**config.mk**
```make
export PLATFORM = sky130hd
export DESIGN_NAME = fifo_wr_arbiter_flat
export DESIGN_NICKNAME = d
export VERILOG_FILES = /design/src/rtl/fifo_wr_arbiter_if.sv /design/src/rtl/fifo_wr_arbiter.sv /design/src/flat_wrapper.sv
export SDC_FILE = /design/constraint.sdc
export NUM_CORES = 1
export LEC_CHECK = 0
export ABC_AREA = 1
export BUFFER_PORTS_ARGS = -buffer_cell sky130_fd_sc_hd__buf_2
export CAP_MARGIN = 5
export CORE_UTILIZATION = 30
export DETAILED_ROUTE_END_ITERATION = 12
export GPL_TIMING_DRIVEN = 0
export PLACE_DENSITY = 0.52
export SKIP_LAST_GASP = 1
export SYNTH_ARGS = -nofsm -noshare
export SYNTH_HDL_FRONTEND = slang
export SYNTH_SLANG_ARGS = --single-unit
```
**constraint.sdc**
```tcl
create_clock -name clk -period 1.89 [get_ports clk]
set_clock_uncertainty 0.2 [all_clocks]
set_input_delay 0.189 -clock clk [delete_from_list [all_inputs] [get_ports clk]]
set_output_delay 0.189 -clock clk [all_outputs]
set_load 0.01 [all_outputs]
```
**src/rtl/fifo_wr_arbiter_if.sv**
```systemverilog
// Handshake bundle between two byte sources, the write arbiter and the FIFO write port.
// The master modport is the source/FIFO side; the slave modport is the arbiter.
interface fifo_wr_arbiter_if #(
  parameter int DATA_WIDTH = 8
);
  logic [DATA_WIDTH-1:0] in0_data;
  logic                  in0_valid;
  logic                  in0_last;
  logic                  in0_ready;
  logic [DATA_WIDTH-1:0] in1_data;
  logic                  in1_valid;
  logic                  in1_last;
  logic                  in1_ready;
  logic                  fifo_full;
  logic                  sel;
  logic [DATA_WIDTH-1:0] out_data;
  logic                  out_wr;
  logic                  out_last;
  logic                  busy;
  logic                  trunc_err;

  modport master (
    output in0_data, in0_valid, in0_last,
    output in1_data, in1_valid, in1_last,
    output fifo_full,
    input  in0_ready, in1_ready, sel, out_data, out_wr, out_last, busy, trunc_err
  );

  modport slave (
    input  in0_data, in0_valid, in0_last,
    input  in1_data, in1_valid, in1_last,
    input  fifo_full,
    output in0_ready, in1_ready, sel, out_data, out_wr, out_last, busy, trunc_err
  );
endinterface

```
**src/rtl/fifo_wr_arbiter.sv**
```systemverilog
// Packet-granular round-robin arbiter sharing one FIFO write port between two byte sources.
// Grants are held for a whole packet; packets longer than MAX_PKT_LEN are cut with trunc_err.
module fifo_wr_arbiter #(
  parameter int DATA_WIDTH  = 8,
  parameter int MAX_PKT_LEN = 2048,
  parameter int CNT_WIDTH   = 16
) (
  input logic              clk,
  input logic              reset,
  fifo_wr_arbiter_if.slave bus
);

  typedef enum logic [1:0] {
    IDLE,
    GRANT0,
    GRANT1
  } state_t;

  localparam logic [CNT_WIDTH-1:0] LAST_BEAT = CNT_WIDTH'(MAX_PKT_LEN - 1);

  state_t                state;
  logic                  prio;
  logic [CNT_WIDTH-1:0]  beat_cnt;
  logic                  transfer;
  logic                  g_last;
  logic [DATA_WIDTH-1:0] g_data;
  logic                  at_limit;
  logic                  pkt_end;

  assign bus.in0_ready = (state == GRANT0) && !bus.fifo_full;
  assign bus.in1_ready = (state == GRANT1) && !bus.fifo_full;
  assign bus.busy      = (state != IDLE);

  always_comb begin
    transfer = 1'b0;
    g_last   = 1'b0;
    g_data   = '0;
    case (state)
      GRANT0: begin
        transfer = bus.in0_valid && bus.in0_ready;
        g_last   = bus.in0_last;
        g_data   = bus.in0_data;
      end
      GRANT1: begin
        transfer = bus.in1_valid && bus.in1_ready;
        g_last   = bus.in1_last;
        g_data   = bus.in1_data;
      end
      default: ;
    endcase
  end

  // The beat at LAST_BEAT closes the packet even without a source last flag.
  assign at_limit = (beat_cnt == LAST_BEAT);
  assign pkt_end  = transfer && (g_last || at_limit);

  always_ff @(posedge clk or posedge reset) begin
    if (reset) begin
      state         <= IDLE;
      prio          <= 1'b0;
      beat_cnt      <= '0;
      bus.sel       <= 1'b0;
      bus.out_data  <= '0;
      bus.out_wr    <= 1'b0;
      bus.out_last  <= 1'b0;
      bus.trunc_err <= 1'b0;
    end else begin
      bus.out_wr    <= transfer;
      bus.out_last  <= pkt_end;
      bus.trunc_err <= transfer && at_limit && !g_last;
      if (transfer) begin
        bus.out_data <= g_data;
      end
      case (state)
        IDLE: begin
          beat_cnt <= '0;
          if (bus.in0_valid && (!bus.in1_valid || !prio)) begin
            state   <= GRANT0;
            bus.sel <= 1'b0;
          end else if (bus.in1_valid) begin
            state   <= GRANT1;
            bus.sel <= 1'b1;
          end
        end
        GRANT0, GRANT1: begin
          // Every packet end passes through IDLE and hands priority to the other source.
          if (pkt_end) begin
            state    <= IDLE;
            prio     <= (state == GRANT0);
            beat_cnt <= '0;
          end else if (transfer) begin
            beat_cnt <= beat_cnt + CNT_WIDTH'(1);
          end
        end
        default: state <= IDLE;
      endcase
    end
  end

endmodule

```
**src/flat_wrapper.sv**
```systemverilog
// flat-port wrapper written by rule: the top's interface ports become plain ports
module fifo_wr_arbiter_flat 
#(
  parameter int DATA_WIDTH  = 8,
  parameter int MAX_PKT_LEN = 2048,
  parameter int CNT_WIDTH   = 16
)
  (clk, reset, bus_in0_data, bus_in0_valid, bus_in0_last, bus_in1_data, bus_in1_valid, bus_in1_last, bus_fifo_full, bus_in0_ready, bus_in1_ready, bus_sel, bus_out_data, bus_out_wr, bus_out_last, bus_busy, bus_trunc_err);
  fifo_wr_arbiter_if #(.DATA_WIDTH(DATA_WIDTH)) bus_i ();
  input logic clk;
  input logic reset;
  input wire logic [$bits(bus_i.in0_data)-1:0] bus_in0_data;
  input wire logic [$bits(bus_i.in0_valid)-1:0] bus_in0_valid;
  input wire logic [$bits(bus_i.in0_last)-1:0] bus_in0_last;
  input wire logic [$bits(bus_i.in1_data)-1:0] bus_in1_data;
  input wire logic [$bits(bus_i.in1_valid)-1:0] bus_in1_valid;
  input wire logic [$bits(bus_i.in1_last)-1:0] bus_in1_last;
  input wire logic [$bits(bus_i.fifo_full)-1:0] bus_fifo_full;
  output wire logic [$bits(bus_i.in0_ready)-1:0] bus_in0_ready;
  output wire logic [$bits(bus_i.in1_ready)-1:0] bus_in1_ready;
  output wire logic [$bits(bus_i.sel)-1:0] bus_sel;
  output wire logic [$bits(bus_i.out_data)-1:0] bus_out_data;
  output wire logic [$bits(bus_i.out_wr)-1:0] bus_out_wr;
  output wire logic [$bits(bus_i.out_last)-1:0] bus_out_last;
  output wire logic [$bits(bus_i.busy)-1:0] bus_busy;
  output wire logic [$bits(bus_i.trunc_err)-1:0] bus_trunc_err;
  assign bus_i.in0_data = bus_in0_data;
  assign bus_i.in0_valid = bus_in0_valid;
  assign bus_i.in0_last = bus_in0_last;
  assign bus_i.in1_data = bus_in1_data;
  assign bus_i.in1_valid = bus_in1_valid;
  assign bus_i.in1_last = bus_in1_last;
  assign bus_i.fifo_full = bus_fifo_full;
  assign bus_in0_ready = bus_i.in0_ready;
  assign bus_in1_ready = bus_i.in1_ready;
  assign bus_sel = bus_i.sel;
  assign bus_out_data = bus_i.out_data;
  assign bus_out_wr = bus_i.out_wr;
  assign bus_out_last = bus_i.out_last;
  assign bus_busy = bus_i.busy;
  assign bus_trunc_err = bus_i.trunc_err;
  fifo_wr_arbiter #(.DATA_WIDTH(DATA_WIDTH), .MAX_PKT_LEN(MAX_PKT_LEN), .CNT_WIDTH(CNT_WIDTH)) u_core (.clk(clk), .reset(reset), .bus(bus_i));
endmodule
```
==> impl_metrics.py <==
metrics = {
    "die": {
        "rows": 28,
        "ios": 38,
        "core_area_um2": 6030,
        "die_area_um2": 6690,
        "die_w_um": 81.8,
        "die_height_um": 81.8,
        "start_util_pct": 31.7,
    },
    "drt": {
        "antenna_left": 0,
        "highest-signal-layer": "met4",
        "first_pass_iters": 4,
        "drc": 0,
        "met2WireLength_um": 2350,
        "wl_met3_um": 137,
        "routedWlPerCell_um": 12.0,
        "vias": 1847,
        "viasPerCell": 4.45,
        "wl_met1_um": 2390,
        "wirelength_um": 4980,
        "drt_iter0_markers": 107,
    },
    "timing": {
        "hold_viol": 0,
        "timing.slew.headroom_pct": 77.4,
        "drv_slew": 0,
        "fin_setup_tns_ns": -0.00414,
        "rsz0062_at_grt": "yes",
        "fin_crit_sh_pct": 100,
        "setup_ws_ns": -0.00414,
        "layout_min_cycle_time_ns": 1.89,
        "finalSetupViolations": 1,
        "fmax_ghz": 0.528,
        "worst_pin_slew_ns": 0.337,
    },
    "pwr": {
        "swShare_pct": 39.4,
        "intPower_uw": 2400,
        "seqPwrFrac_pct": 23.3,
        "power_uw": 3960,
        "power_switching_uw": 1560,
        "combPwrFrac_pct": 59.1,
        "leakagePower_uw": 0.00141,
        "vdd.ir_drop.worst_uv": 660,
        "power_density_nw_per_um2": 1380,
        "clkPwrFrac_pct": 17.7,
    },
    "placed_design": {
        "hpwl_um": 3150,
        "numPortBuffers": 37,
        "postPlaceCellArea_um2": 2190,
        "gp_congestion": 0.802,
    },
    "layout": {
        "multi_input_area_um2": 1070,
        "fillers": 588,
        "diodes": 0,
        "fin_area_um2": 2870,
        "drive_gt1_share_pct": 36.5,
        "register_area_um2": 777,
        "nNetsFinal": 367,
        "syn2layout_area_growth_pct": 50.1,
    },
    "synthesis": {
        "synth_area_um2": 1910,
        "ys_seq_elements": 31,
        "synth-async-reset-ratio_pct": 100,
        "synth.most_common_cell": "nand2_1",
        "ys_top_cells_by_count": "75 x nand2_1, 41 x nor2_1, 31 x dfrtp_1",
        "avgSynthCellArea_um2": 7.64,
        "seq_area_frac_synth_pct": 40.6,
        "synth_fp_nets": 278,
        "yosysWarnings": 0,
        "synth_edf_count": 0,
        "yosys.area.top_type": "dfrtp_1",
        "synthCells": 250,
        "synth_ff_type": "dfrtp_1",
        "ys_types": 29,
        "yosys-top-cells-area": "dfrtp_1 41%, nand2_1 15%, nor2_1 8.1%",
        "synth_top_cell_area_share_pct": 40.6,
    },
    "worst_setup_path": {
        "critPathMaxFanout": 6,
        "path_class": "reg -> reg",
        "arrival_ns": 1.91,
        "cp.required_ns": 1.91,
        "cpPeakStageDelay_ns": 0.39,
        "startpoint_type": "register",
        "slowest_stage": "dfrtp_1",
        "cp_cell_sequence": "inv_2 > buf_6 > ha_4 > a21boi_4 > buf_6 > buf_4 > buf_4 > nor2_1 > a31oi_1",
        "critPathCaptureType": "register",
    },
    "min_path": {
        "hold_class": "in -> reg",
    },
    "cts": {
        "cts_sinks": 31,
        "clock_path_buffers": 2,
        "htree_levels": 2,
        "cts_tree": "done",
        "clk_pin_slew_ns": 0.07,
        "clk_latency_ns": 0.29,
        "cts_buffers": 5,
        "root_buffer": "clkbuf_8",
    },
    "global_routing": {
        "grt_antenna_before_repair": 0,
        "grt_pass1_vias": 1823,
        "grt_overflow": 0,
        "grt_usage_pct": 17.1,
        "grt_start_max_net_pins": 32,
        "grt_pass1_wl_um": 8510,
    },
    "run_status": {
        "outcome": "finished, violations left",
        "violations": "setup timing",
    },
    "flow_run": {
        "maxCapViolations": 0,
    },
}
worst max-delay path, delay by kind of cell (launching register included):
family	cells	cell delay [ns]
flip-flops	1	0.39
AND/OR/NAND/NOR	1	0.03
buffers and inverters	5	0.57
adder cells (fa/ha/maj)	1	0.28
AO/OA/AOI/OAI	2	0.34
flip-flops by register name (all words and copies together) (netlist names):
signal and count:
u_core.bus.sel 1, u_core.bus.out_data 8, u_core.beat_cnt 16, u_core.bus.out_last 1
u_core.bus.out_wr 1, u_core.bus.trunc_err 1, u_core.state 2, u_core.prio 1
stage by stage:
| step | util (%) | cells | hold slack (ns) | setup slack, ns |
|---|---|---|---|---|
| 2_1_floorplan | - | 250 | 0.0925 | 0.0389 |
| 3_3_place_gp | 36.3 | 362 | 0.252 | -0.229 |
| 3_5_place_dp | 36.3 | 362 | 0.250 | -0.228 |
| 4_1_cts | 43.4 | 400 | 0.00551 | -0.0125 |
| 5_1_grt | 47.5 | 415 | 0.0379 | -0.0856 |
| 6_report | 47.5 | 415 | 0.0246 | -0.00414 |
placed cells by master, fill, tap and decap left out, types with 9 or more instances in the layout:
cell type / n
buf_2: 37
buf_4: 23
dfrtp_1: 30
dlygate4sd3_1: 18
inv_1: 21
nand2_1: 74
nand3_1: 9
nand4_1: 9
nor2_1: 34
nor2_2: 13
power groups by stage:
stage	clock [uW]	combinational (uW)	sequential, uW
after floorplan	0	1030	965
after global placement	0	1490	928
after detailed placement	0	1480	927
after CTS	718	1830	905
after global routing	737	2570	942
final	700	2340	923
area by class of cell:
type                            instances  share of cell area [%]
Buffer                                  7                    3.01
Clock buffer                            6                    2.88
Clock inverter                          2                    1.22
Inverter                               28                    3.93
Multi-Input combinational cell        184                    37.4
Sequential cell                        31                    27.1
Tap cell                               75                    3.28
Timing Repair Buffer                   82                    21.1
metal layers:
| layer | track usage, % | vias up |
|---|---|---|
| met5 | 0 | - |
| met1 | 20.7 | 838 |
| met4 | 7.37 | 0 |
| met2 | 29.5 | 36 |
| li1 | - | 964 |
| met3 | 3.00 | 9 |
kinds of logic (layout without fill, tap and decap cells):
family          Yosys count  after routing  share of synthesized area (%)
simple gates            155            155                           36.6
buf+inv                  35            125                           9.50
flops                    31             31                           40.6
compound gates           18             18                           7.27
xor+xnor                  6              6                           2.75
fa+ha+maj                 5              5                           3.28
final timing paths:
| path | start | endpoint | slack (ns) | cells after the start |
|---|---|---|---|---|
| setup / recovery | u_core.state[1] | u_core.bus.out_data[1] | -0.004 | 9 |
| hold reg to reg | u_core.prio | u_core.prio | 0.30 | 2 |
| hold / removal | bus_in1_last | u_core.bus.trunc_err | 0.02 | 4 |
| setup reg to reg | u_core.state[1] | u_core.bus.out_data[1] | -0.004 | 9 |
| max in group asynchronous | reset | u_core.state[0] | 0.93 | 4 |
| min in group asynchronous | reset | u_core.beat_cnt[13] | 0.15 | 3 |
timing repair:
| action | 4_1_cts | 5_1_grt |
|---|---|---|
| hold endpoints to repair | 9 | 31 |
| pin swaps | 3 | 10 |
| hold buffers | 17 | 1 |
| endpoints found under the setup margin | 28 | 22 |
| buffers inserted | 12 | 12 |
| gates cloned | 1 | 1 |
| resized for setup | 12 | 24 |
No activity file was read; power rests on OpenSTA's default activity.
